[src/rtl/cp0_if.sv]
// rtl/cp0_if.sv - M-stage exception, mtc0/mfc0 and trap signals between pipeline and cp0
// The pipeline side is the master; cp0 is the slave.
interface cp0_if;
  logic        exc_valid;
  logic [4:0]  exc_code;
  logic [31:0] exc_pc;
  logic        exc_bd;
  logic [5:0]  hwint;
  logic        cp0_we;
  logic [4:0]  cp0_addr;
  logic [31:0] cp0_wdata;
  logic        eret;
  logic [31:0] cp0_rdata;
  logic        req;
  logic [31:0] handler_pc;
  logic [31:0] epc_out;

  modport master (
    output exc_valid, exc_code, exc_pc, exc_bd, hwint,
    output cp0_we, cp0_addr, cp0_wdata, eret,
    input  cp0_rdata, req, handler_pc, epc_out
  );

  modport slave (
    input  exc_valid, exc_code, exc_pc, exc_bd, hwint,
    input  cp0_we, cp0_addr, cp0_wdata, eret,
    output cp0_rdata, req, handler_pc, epc_out
  );
endinterface

[src/rtl/cp0.sv]
// rtl/cp0.sv - coprocessor 0: SR/Cause/EPC/PRId, trap decision and eret target
// Traps are decided combinationally from the registered M-stage inputs.
module cp0 #(
  parameter logic [31:0] HANDLER_PC = 32'h0000_4180,
  parameter logic [31:0] PRID       = 32'h1823_1051
) (
  input  logic  clk,
  input  logic  reset,
  cp0_if.slave  bus
);

  logic [5:0]  sr_im_q, sr_im_d;
  logic        sr_exl_q, sr_exl_d;
  logic        sr_ie_q, sr_ie_d;
  logic        cause_bd_q, cause_bd_d;
  logic [5:0]  cause_ip_q, cause_ip_d;
  logic [4:0]  cause_exc_q, cause_exc_d;
  logic [31:0] epc_q, epc_d;

  logic        int_req;
  logic        exc_req;
  logic        trap;
  logic [31:0] trap_epc;
  logic [31:0] sr_word;
  logic [31:0] cause_word;

  always_comb begin
    int_req = (|(bus.hwint & sr_im_q)) & sr_ie_q & ~sr_exl_q;
    exc_req = bus.exc_valid & ~sr_exl_q;
    trap    = (int_req | exc_req) & ~reset;
  end

  assign bus.req        = trap;
  assign bus.handler_pc = HANDLER_PC;

  always_comb begin
    sr_word    = {16'b0, sr_im_q, 8'b0, sr_exl_q, sr_ie_q};
    cause_word = {cause_bd_q, 15'b0, cause_ip_q, 3'b0, cause_exc_q, 2'b0};
  end

  always_comb begin
    bus.cp0_rdata = 32'b0;
    case (bus.cp0_addr)
      5'd12:   bus.cp0_rdata = sr_word;
      5'd13:   bus.cp0_rdata = cause_word;
      5'd14:   bus.cp0_rdata = epc_q;
      5'd15:   bus.cp0_rdata = PRID;
      default: bus.cp0_rdata = 32'b0;
    endcase
  end

  // An mtc0 EPC in the same cycle as eret must steer the return address.
  always_comb begin
    if (bus.cp0_we && bus.cp0_addr == 5'd14)
      bus.epc_out = bus.cp0_wdata & 32'hFFFF_FFFC;
    else
      bus.epc_out = epc_q;
  end

  always_comb begin
    sr_im_d     = sr_im_q;
    sr_exl_d    = sr_exl_q;
    sr_ie_d     = sr_ie_q;
    cause_bd_d  = cause_bd_q;
    cause_ip_d  = bus.hwint;
    cause_exc_d = cause_exc_q;
    epc_d       = epc_q;
    trap_epc    = bus.exc_bd ? (bus.exc_pc - 32'd4) : bus.exc_pc;

    if (trap) begin
      sr_exl_d    = 1'b1;
      cause_exc_d = int_req ? 5'd0 : bus.exc_code;
      cause_bd_d  = bus.exc_bd;
      epc_d       = trap_epc & 32'hFFFF_FFFC;
    end else if (bus.eret) begin
      sr_exl_d = 1'b0;
    end else if (bus.cp0_we) begin
      case (bus.cp0_addr)
        5'd12: begin
          sr_im_d  = bus.cp0_wdata[15:10];
          sr_exl_d = bus.cp0_wdata[1];
          sr_ie_d  = bus.cp0_wdata[0];
        end
        5'd14:   epc_d = bus.cp0_wdata & 32'hFFFF_FFFC;
        default: ;
      endcase
    end
  end

  always_ff @(posedge clk or posedge reset) begin
    if (reset) begin
      sr_im_q     <= 6'b0;
      sr_exl_q    <= 1'b0;
      sr_ie_q     <= 1'b0;
      cause_bd_q  <= 1'b0;
      cause_ip_q  <= 6'b0;
      cause_exc_q <= 5'b0;
      epc_q       <= 32'b0;
    end else begin
      sr_im_q     <= sr_im_d;
      sr_exl_q    <= sr_exl_d;
      sr_ie_q     <= sr_ie_d;
      cause_bd_q  <= cause_bd_d;
      cause_ip_q  <= cause_ip_d;
      cause_exc_q <= cause_exc_d;
      epc_q       <= epc_d;
    end
  end

endmodule
[src/flat_wrapper.sv]
// flat-port wrapper written by rule: the top's interface ports become plain ports
module cp0_flat 
#(
  parameter logic [31:0] HANDLER_PC = 32'h0000_4180,
  parameter logic [31:0] PRID       = 32'h1823_1051
)
  (clk, reset, bus_exc_valid, bus_exc_code, bus_exc_pc, bus_exc_bd, bus_hwint, bus_cp0_we, bus_cp0_addr, bus_cp0_wdata, bus_eret, bus_cp0_rdata, bus_req, bus_handler_pc, bus_epc_out);
  cp0_if bus_i ();
  input  logic clk;
  input  logic reset;
  input wire logic [$bits(bus_i.exc_valid)-1:0] bus_exc_valid;
  input wire logic [$bits(bus_i.exc_code)-1:0] bus_exc_code;
  input wire logic [$bits(bus_i.exc_pc)-1:0] bus_exc_pc;
  input wire logic [$bits(bus_i.exc_bd)-1:0] bus_exc_bd;
  input wire logic [$bits(bus_i.hwint)-1:0] bus_hwint;
  input wire logic [$bits(bus_i.cp0_we)-1:0] bus_cp0_we;
  input wire logic [$bits(bus_i.cp0_addr)-1:0] bus_cp0_addr;
  input wire logic [$bits(bus_i.cp0_wdata)-1:0] bus_cp0_wdata;
  input wire logic [$bits(bus_i.eret)-1:0] bus_eret;
  output wire logic [$bits(bus_i.cp0_rdata)-1:0] bus_cp0_rdata;
  output wire logic [$bits(bus_i.req)-1:0] bus_req;
  output wire logic [$bits(bus_i.handler_pc)-1:0] bus_handler_pc;
  output wire logic [$bits(bus_i.epc_out)-1:0] bus_epc_out;
  assign bus_i.exc_valid = bus_exc_valid;
  assign bus_i.exc_code = bus_exc_code;
  assign bus_i.exc_pc = bus_exc_pc;
  assign bus_i.exc_bd = bus_exc_bd;
  assign bus_i.hwint = bus_hwint;
  assign bus_i.cp0_we = bus_cp0_we;
  assign bus_i.cp0_addr = bus_cp0_addr;
  assign bus_i.cp0_wdata = bus_cp0_wdata;
  assign bus_i.eret = bus_eret;
  assign bus_cp0_rdata = bus_i.cp0_rdata;
  assign bus_req = bus_i.req;
  assign bus_handler_pc = bus_i.handler_pc;
  assign bus_epc_out = bus_i.epc_out;
  cp0 #(.HANDLER_PC(HANDLER_PC), .PRID(PRID)) u_core (.clk(clk), .reset(reset), .bus(bus_i));
endmodule
[config.mk]
export PLATFORM = sky130hd
export DESIGN_NAME = cp0_flat
export DESIGN_NICKNAME = d
export VERILOG_FILES = /design/src/rtl/cp0_if.sv /design/src/rtl/cp0.sv /design/src/flat_wrapper.sv
export SDC_FILE = /design/constraint.sdc
export NUM_CORES = 1
export LEC_CHECK = 0
export CORE_ASPECT_RATIO = 1.5
export CORE_MARGIN = 2
export CORE_UTILIZATION = 41
export CTS_CLUSTER_DIAMETER = 100
export CTS_CLUSTER_SIZE = 14
export DETAILED_ROUTE_END_ITERATION = 16
export PLACE_DENSITY = 0.79
export SKIP_LAST_GASP = 1
export SYNTH_ARGS = -nofsm -noshare
export SYNTH_HDL_FRONTEND = slang
export SYNTH_SLANG_ARGS = --single-unit
[constraint.sdc]
create_clock -name clk -period 3 [get_ports clk]
set_clock_uncertainty 0.15 [all_clocks]
set_input_delay 0.75 -clock clk [delete_from_list [all_inputs] [get_ports clk]]
set_output_delay 0.75 -clock clk [all_outputs]
set_load 0.02 [all_outputs]
Word level (Yosys, flattened, before mapping)
Index checks and enable logic that the tools add are counted.
{ "classes": {"mux": 12, "n_reduce_logical": 9, "n_lt_le_gt_ge": 0, "n_bitwise": 10, "n_shift": 0, "div": 0, "n_mul": 0, "n_addsub": 1, "n_eq_ne": 5} }
{ "op_table": {"columns": ["op", "count"], "rows": [
  ["$mux W32", 6],
  ["$pmux W32 S4", 1],
  ["$sub A32 B3 Y32 const B", 1],
  ["$eq A5 B4 Y1 const B", 4],
  ["$and A6 B6 Y6", 1],
  ["$reduce_bool A3 Y1", 2],
  ["$reduce_or A6 Y1", 1],
  ["$mux W5", 1],
  ["$and A1 B1 Y1", 4],
  ["$mux W1", 4],
  ["$not A1 Y1", 4],
  ["$reduce_and A4 Y1", 1],
  ["$reduce_bool A2 Y1", 2],
  ["$reduce_and A3 Y1", 1],
  ["$ne A2 B1 Y1 const B", 1],
  ["$reduce_and A2 Y1", 1],
  ["$logic_and A1 B1 Y1", 1],
  ["$or A1 B1 Y1", 1]
]} }
{ "word_totals": {"rom_bits": 0, "input_bits": 86, "latchBits": 0, "wordCells": 44, "regBits": 52, "ramBits": 0, "mem_count": 0, "output_inout_bits": 97} }

Longest topological paths before layout
Gate-level depths: netlist of the first run.
{ "logic_depth": {"word_depth": 8, "depth_mapped": 8, "mapped_depth_nobuf": 7} }

Least setup slack after synthesis of the first run
OpenSTA, ideal clock, no wires.
{ "synth_path": {"path_kind": "input to output", "startpoint": "input port bus_cp0_addr[0]", "endpoint": "output port bus_epc_out[10]", "arrival_ns": 1.987, "cell_stages": 5, "required_time_ns": 2.100, "n_path_buf": 2, "path_slack_ns": 0.113, "path_cell_list": "buf_2 -> nor2b_1 -> nand3_1 -> buf_1 -> mux2_2"} }
{ "synth_via": {"elab_chain_cells": 3} }
{ "synth_rtl": {"columns": ["element", "line_no", "rtl"], "rows": [
  ["from (decl)", "flat_wrapper.sv:17", "input wire logic [$bits(bus_i.cp0_addr)-1:0] bus_cp0_addr;"],
  ["$eq A5 B4 Y1", "cp0.sv:54", "if (bus.cp0_we && bus.cp0_addr == 5'd14)"],
  ["$logic_and A1 B1 Y1", "cp0.sv:54", null],
  ["$mux W32", "cp0.sv:54", null],
  ["to (decl)", "flat_wrapper.sv:23", "output wire logic [$bits(bus_i.epc_out)-1:0] bus_epc_out;"]
]} }
Every way passes these cells.

Worst setup path in the final report of the first run
{ "layout_path": {"startpoint": "input port bus_cp0_addr[4]", "endpoint": "output port bus_epc_out[31]"} }
The elaborated chain is that of the path after synthesis.

==> results of run 1 <==
-- worst paths after layout --
| path | startpoint | end | slack, ns | cells after the start |
|---|---|---|---|---|
| worst max-delay path | bus_cp0_addr[4] | bus_epc_out[31] | 0.02 | 7 |
| worst min-delay path | u_core.cause_exc_q[0] | u_core.cause_exc_q[0] | 0.37 | 1 |
| worst max register to register | u_core.sr_im_q[2] | u_core.sr_im_q[5] | 0.70 | 8 |
| worst min register to register | u_core.cause_exc_q[0] | u_core.cause_exc_q[0] | 0.37 | 1 |
| max in group asynchronous | reset | u_core.epc_q[5] | 1.46 | 4 |
| min in group asynchronous | reset | u_core.epc_q[25] | 0.72 | 3 |
-- layer usage --
layer,GRT usage,vias up
met4,0.09479,0
met5,0,-
met1,0.2880,1648
met3,0.02455,27
li1,-,1652
met2,0.4263,133
-- logic make-up after synthesis --
| kind of cell | Yosys count | share of synthesized area |
|---|---|---|
| and+or+nand+nor | 110 | 0.1608 |
| muxes | 96 | 0.2694 |
| AOI/OAI and AO/OA | 39 | 0.06618 |
| other | 2 | 0.002006 |
| adders and majority gates | 1 | 0.003342 |
| buffers and inverters | 63 | 0.1009 |
| xor gates and xnor gates | 27 | 0.06317 |
| DFF | 50 | 0.3342 |
-- registers in the layout (all words and copies together) (netlist names) --
| signal | count |
|---|---|
| u_core.cause_exc_q | 5 |
| u_core.epc_q | 30 |
| u_core.sr_ie_q | 1 |
| u_core.cause_ip_q | 6 |
| u_core.cause_bd_q | 1 |
| u_core.sr_im_q | 6 |
| u_core.sr_exl_q | 1 |
-- worst reg2reg max path: cells and delay by family, from the launching register on --
| family | cells | cell delay [ns] |
|---|---|---|
| DFF | 1 | 0.40 |
| AOI/OAI and AO/OA | 3 | 0.75 |
| muxes | 1 | 0.33 |
| and+or+nand+nor | 1 | 0.20 |
| buffers and inverters | 3 | 0.36 |
-- power groups by stage --
stage                     Clock [mW]  Sequential [mW]  Combinational [mW]
after global placement             0            0.895               0.910
after detailed placement           0            0.899               0.927
after CTS                      0.579            0.890               0.973
after global routing           0.614            0.912                1.05
after floorplan                    0            0.870               0.544
final                          0.567            0.897               0.977
-- cell type report --
class	instances	area, sq um	area share
Inverter	7	26.28	0.004492
Timing Repair Buffer	188	1963	0.3356
Clock buffer	5	125.1	0.02139
Clock inverter	3	21.27	0.003636
Tap cell	110	137.6	0.02353
Multi-Input combinational cell	307	2325	0.3974
Sequential cell	50	1251	0.2139
-- per-stage QoR --
| stage | area, sq um | worst slack, ns | utilization |
|---|---|---|---|
| finish | 5849 | 0.02493 | 0.6626 |
| global route | 5849 | -0.003342 | 0.6626 |
| CTS | 5816 | 0.001531 | 0.6587 |
| detailed placement | 5420 | -0.5865 | 0.6139 |
| global placement | 5420 | -0.5783 | 0.6139 |
| floorplan | 3864 | 0.1129 | - |
-- what timing repair did --
action,in CTS,in global routing
endpoints found under the setup margin,63,20
buffers inserted,9,1
gates cloned,4,0
hold buffers,0,0
pin swaps,7,6
gates resized for setup,255,13
-- Yosys cell counts (all sizes together) --
| library cell | number |
|---|---|
| a211o | 1 |
| a21oi | 16 |
| a221oi | 1 |
| a22o | 8 |
| a22oi | 4 |
| and3 | 14 |
| and3b | 1 |
| and4bb | 1 |
| buf | 45 |
| clkbuf | 11 |
| conb | 2 |
| dfrtp | 50 |
| ha | 1 |
| inv | 7 |
| mux2 | 38 |
| mux2i | 58 |
| nand2 | 10 |
| nand2b | 2 |
| nand3 | 3 |
| nand3b | 3 |
| nand4 | 1 |
| nand4b | 1 |
| nor2 | 40 |
| nor2b | 2 |
| nor3 | 11 |
| nor3b | 1 |
| nor4 | 11 |
| nor4b | 2 |
| o21a | 1 |
| o21ai | 7 |
| o31ai | 1 |
| or2 | 1 |
| or3 | 6 |
| xnor2 | 22 |
| xor2 | 5 |
==> run metrics, run 1 <==
net switching fraction of the power 0.3330; status completed; synth top area cells dfrtp_1, mux2i_1, mux2_2; CP startpoint kind input port; worst path cell trace buf_2 > and3b_2 > nand3_4 > buf_6 > bufbuf_16 > mux2_4 > buf_6; gate count after technology mapping 388; Switch Pwr 0.8130 mW; initial core utilization 0.4240; drt wl/cell 17.46 microns; Final GP Congestion 0.8554; met3 WL 609 microns; Max transition margin 0.6251; Post-layout nets 646; fillers 735; M1 WL 4.522 mm; total power 2.441 mW; antenna cells 0; drc violations 0; Bufs on Longest Clock Path 2; setup TNS 0 ns; Overall Global Routing Usage 0.2396; crit path DAT 2.08 ns; drt first pass iters 4; top-area cell type share of the netlist area 0.3342; Highest Signal Layer met4; chip height 121.0 microns; Synth Area per Inst 9.648 sq um; DR iter-0 viols 136; Ys Warns 0; most used cell, CP buf_6; GRT overflow 0; number of global-route vias before repair 3633; slowest CP cell mux2_4; Lkg Pwr 2.760 nW; met2 wire length 6.137 mm; fmax 336.1 MHz; post-layout min period 2.975 ns; max incr delay on CP 0.30 ns; die width 82.02 microns; via count 3460; dominant cell type by area after synthesis dfrtp_1; P_int 1.628 mW; share of cells above drive strength 1 0.2518; detailed-route vias per instance 5.164; H-tree depth 2; site row count 42; Slew Limit Fails 0; clock root cell clkbuf_16; Final period util 0.9917; Pwr Density 417.4 mW/mm^2; CTS tree done; largest delay contributor family on the critical path buffers and inverters; VDD IR max 0.3181 mV; clock latency on the worst-skew pair 0.28 ns; clock share of power 0.232; CTS Buf Count 5; Cells after DPL 649; Max-Cap Viols 0; post-DP HPWL 8.469 mm; commonest non-fill, non-tap cell in the layout clkdlybuf4s50_1; WS Path Type input port to output port; Worst-Margin Slew 0.5624 ns; clock sink total 50; post-synthesis cell area 0.003744 sq mm; sequential area share after synthesis 0.3342; full die area 0.009927 sq mm; Comb pwr share 0.400; first-pass GRT wire length 18.15 mm; Final Non-Filler Cells 670; initial antenna violation count 0; final wirelength 11.70 mm; Ports 183; CP required 2.10 ns; core region area 0.008828 sq mm; hold_ws 0.3667 ns; Synth cell types 43; synthesis-stage register bit count 50; Hold Crit Class register to register; largest net degree at the start of global routing 42; CP max FO 5; endpoints failing hold 0; most frequent cells in the layout clkdlybuf4s50_1, mux2i_1, dfrtp_1, nor2_1; Setup violations, final 0; Buffers on Ports 146; Final ANT Viol Nets 0; Clk pin slew, worst setup/hold paths 0.07 ns; RSZ-0062 raised after global routing true; Synth-to-Final Area Change 56.25%; Buffers & Inverters on Critical Path 4; sequential share of power 0.367; CP endpoint kind output port
(Power assumes the default switching activity.)
==> inputs of run 2 (changes only) <==
--- a/config.mk
+++ b/config.mk
@@ -6,7 +6,7 @@
 export NUM_CORES = 1
 export LEC_CHECK = 0
 export CORE_ASPECT_RATIO = 1.5
-export CORE_MARGIN = 2
+export CORE_MARGIN = 5
 export CORE_UTILIZATION = 41
 export CTS_CLUSTER_DIAMETER = 100
 export CTS_CLUSTER_SIZE = 14
==> run 2 against run 1 <==
Against the previous run:
- non-clock buffer count shrank 2
- count of clock-buffer cells in the layout is the same
- core utilization is 2.8 points lower
- routed wire length rose by 3.9%
- via count rose by 0.81%
- clock power up 1%
- first-iteration DRC count shrank 21%
- total power fell by 2.6%
- global-route usage fell by 3.0 points
- sequential share of layout area is 0.80 points higher
- setup slack gained 0.0049 ns
- largest cell class unchanged
==> run metrics, run 2 (synthesized netlist as in run 1, its figures left out) <==
RSZ-0062 raised after global routing true; crit path DAT 2.07 ns (about the same); hold_buf cts 0 (unchanged); site row count 42 (unchanged); Worst-Margin Slew 0.5774 ns (+0.01501 ns); die width 88.02 microns (+7.3%); GRT overflow 0 (unchanged); most frequent cells in the layout clkdlybuf4s50_1, mux2i_1, dfrtp_1, nor2_1, mux2_2; Hold Startpoint u_core.cause_exc_q[0]; via count 3488 (+0.81%); Hold Crit Class register to register; hold_ws 0.3702 ns (+0.003581 ns); final wirelength 12.16 mm (+3.9%); core region area 0.008881 sq mm (+0.60%); r2r worst-path depth 9 (+1); Max transition margin 0.6151 (-0.01001); antenna cells 0 (unchanged); clock latency on the worst-skew pair 0.29 ns (about the same); drt wl/cell 18.21 microns (+4.3%); Pwr Density 421.7 mW/mm^2 (+1.0%); fmax 336.7 MHz (+0.16%); Post-layout nets 644 (-0.31%); WS Path Type input port to output port; post-layout min period 2.970 ns (-0.004858 ns); CP startpoint kind input port; CTS Buf Count 5 (unchanged); largest net degree at the start of global routing 42 (unchanged); Crit Reg-Reg Startpoint u_core.sr_im_q[0]; H-tree depth 2 (unchanged); Crit. Startpoint bus_cp0_addr[3]; Bufs on Longest Clock Path 2 (unchanged); number of flip-flops in the largest register 30 (unchanged); Final period util 0.9901 (-0.001619); status completed; share of cells above drive strength 1 0.2724 (+0.02062); CP max FO 5 (unchanged); top flop regs u_core.epc_q: 30 flops, u_core.cause_ip_q: 6 flops, u_core.sr_im_q: 6 flops; CTS tree done; R2R Setup Slk 0.60 ns (-0.10 ns); post-DP HPWL 9.074 mm (+7.1%); Slew Limit Fails 0 (unchanged); Max-Cap Viols 0 (unchanged); CP required 2.10 ns (about the same); number of global-route vias before repair 3538 (-2.6%); setup ws final 0.02979 ns (+0.004858 ns); RR Endpoint u_core.sr_im_q[4]; Final ANT Viol Nets 0 (unchanged); commonest non-fill, non-tap cell in the layout clkdlybuf4s50_1; Setup violations, final 0 (unchanged); Synth-to-Final Area Change 50.60%; detailed-route vias per instance 5.222 (+1.1%); Lkg Pwr 2.610 nW (-5.4%); DR iter-0 viols 107 (-21%); fillers 756 (+2.9%); chip height 127.0 microns (+5.0%); clock root cell clkbuf_16; Clk pin slew, worst setup/hold paths 0.06 ns (about the same); dpl ws -0.5644 ns (+0.02202 ns); Ports 183 (unchanged); Final GP Congestion 0.8392 (-1.9%); drt first pass iters 4 (unchanged); Most flops, register u_core.epc_q; Buffers on Ports 146 (unchanged); clock sink total 50 (unchanged); Overall Global Routing Usage 0.2097 (-0.02987); initial core utilization 0.4215 (-0.002509); endpoints failing hold 0 (unchanged); initial antenna violation count 0 (unchanged); end of the critical path bus_epc_out[31]; drc violations 0 (unchanged); CP endpoint kind output port; first-pass GRT wire length 18.06 mm (-0.50%); full die area 0.01118 sq mm (+13%); VDD IR max 0.2093 mV (-34%)
==> run 2: metrics by stage <==
stage	setup TNS [ns]	instances	utilization	instance area, sq um	power [mW]
floorplan	0	420	-	3864	1.414
global placement	-30.42	649	0.6089	5408	1.802
detailed placement	-32.49	649	0.6089	5408	1.826
CTS	-0.1498	667	0.6307	5602	2.329
global route	-0.07063	668	0.6348	5638	2.495
finish	0	668	0.6348	5638	2.377
==> run 2: final cells by class <==
type	count	area, sq um	area share
Clock inverter	3	23.77	0.004217
Timing Repair Buffer	186	1777	0.3151
Tap cell	110	137.6	0.02441
Sequential cell	50	1251	0.2219
Clock buffer	5	125.1	0.02219
Multi-Input combinational cell	307	2295	0.4070
Inverter	7	28.78	0.005104
==> run 2: layer usage <==
metal	vias up	global-route usage	wire length, microns
met5	-	0	0
met4	0	0.09342	387
met3	27	0.03995	963
met2	149	0.3694	6389
met1	1665	0.2417	4423
li1	1647	-	-
==> run 2: worst min path at each step <==
stage / cells past startpoint / slack, ns / end
2_1_floorplan: 1 / 0.32 / u_core.cause_exc_q[2]
3_3_place_gp: 1 / 0.34 / u_core.cause_exc_q[4]
3_5_place_dp: 1 / 0.35 / u_core.cause_exc_q[0]
4_1_cts: 1 / 0.37 / u_core.cause_exc_q[2]
5_1_grt: 1 / 0.38 / u_core.cause_exc_q[2]
6_report: 1 / 0.37 / u_core.cause_exc_q[0]
==> run 2: power by group <==
part           total (mW)  switching [mW]  internal (mW)
sequential          0.899          0.0990          0.800
clock               0.575           0.263          0.312
combinational       0.904           0.450          0.454
==> run 2: repair_timing <==
item / CTS / global route
gates cloned: 3 / 0
gates resized for setup: 214 / 47
setup buffers: 7 / 1
setup endpoints to repair: 63 / 49
pin swaps: 7 / 5
==> run 2: worst max-delay path: stages <==
cell	delay, ns
dlygate4sd2_1	0.24
and3b_2	0.24
nand3_4	0.09
buf_12	0.13
buf_12	0.12
mux2_2	0.33
clkbuf_2	0.16
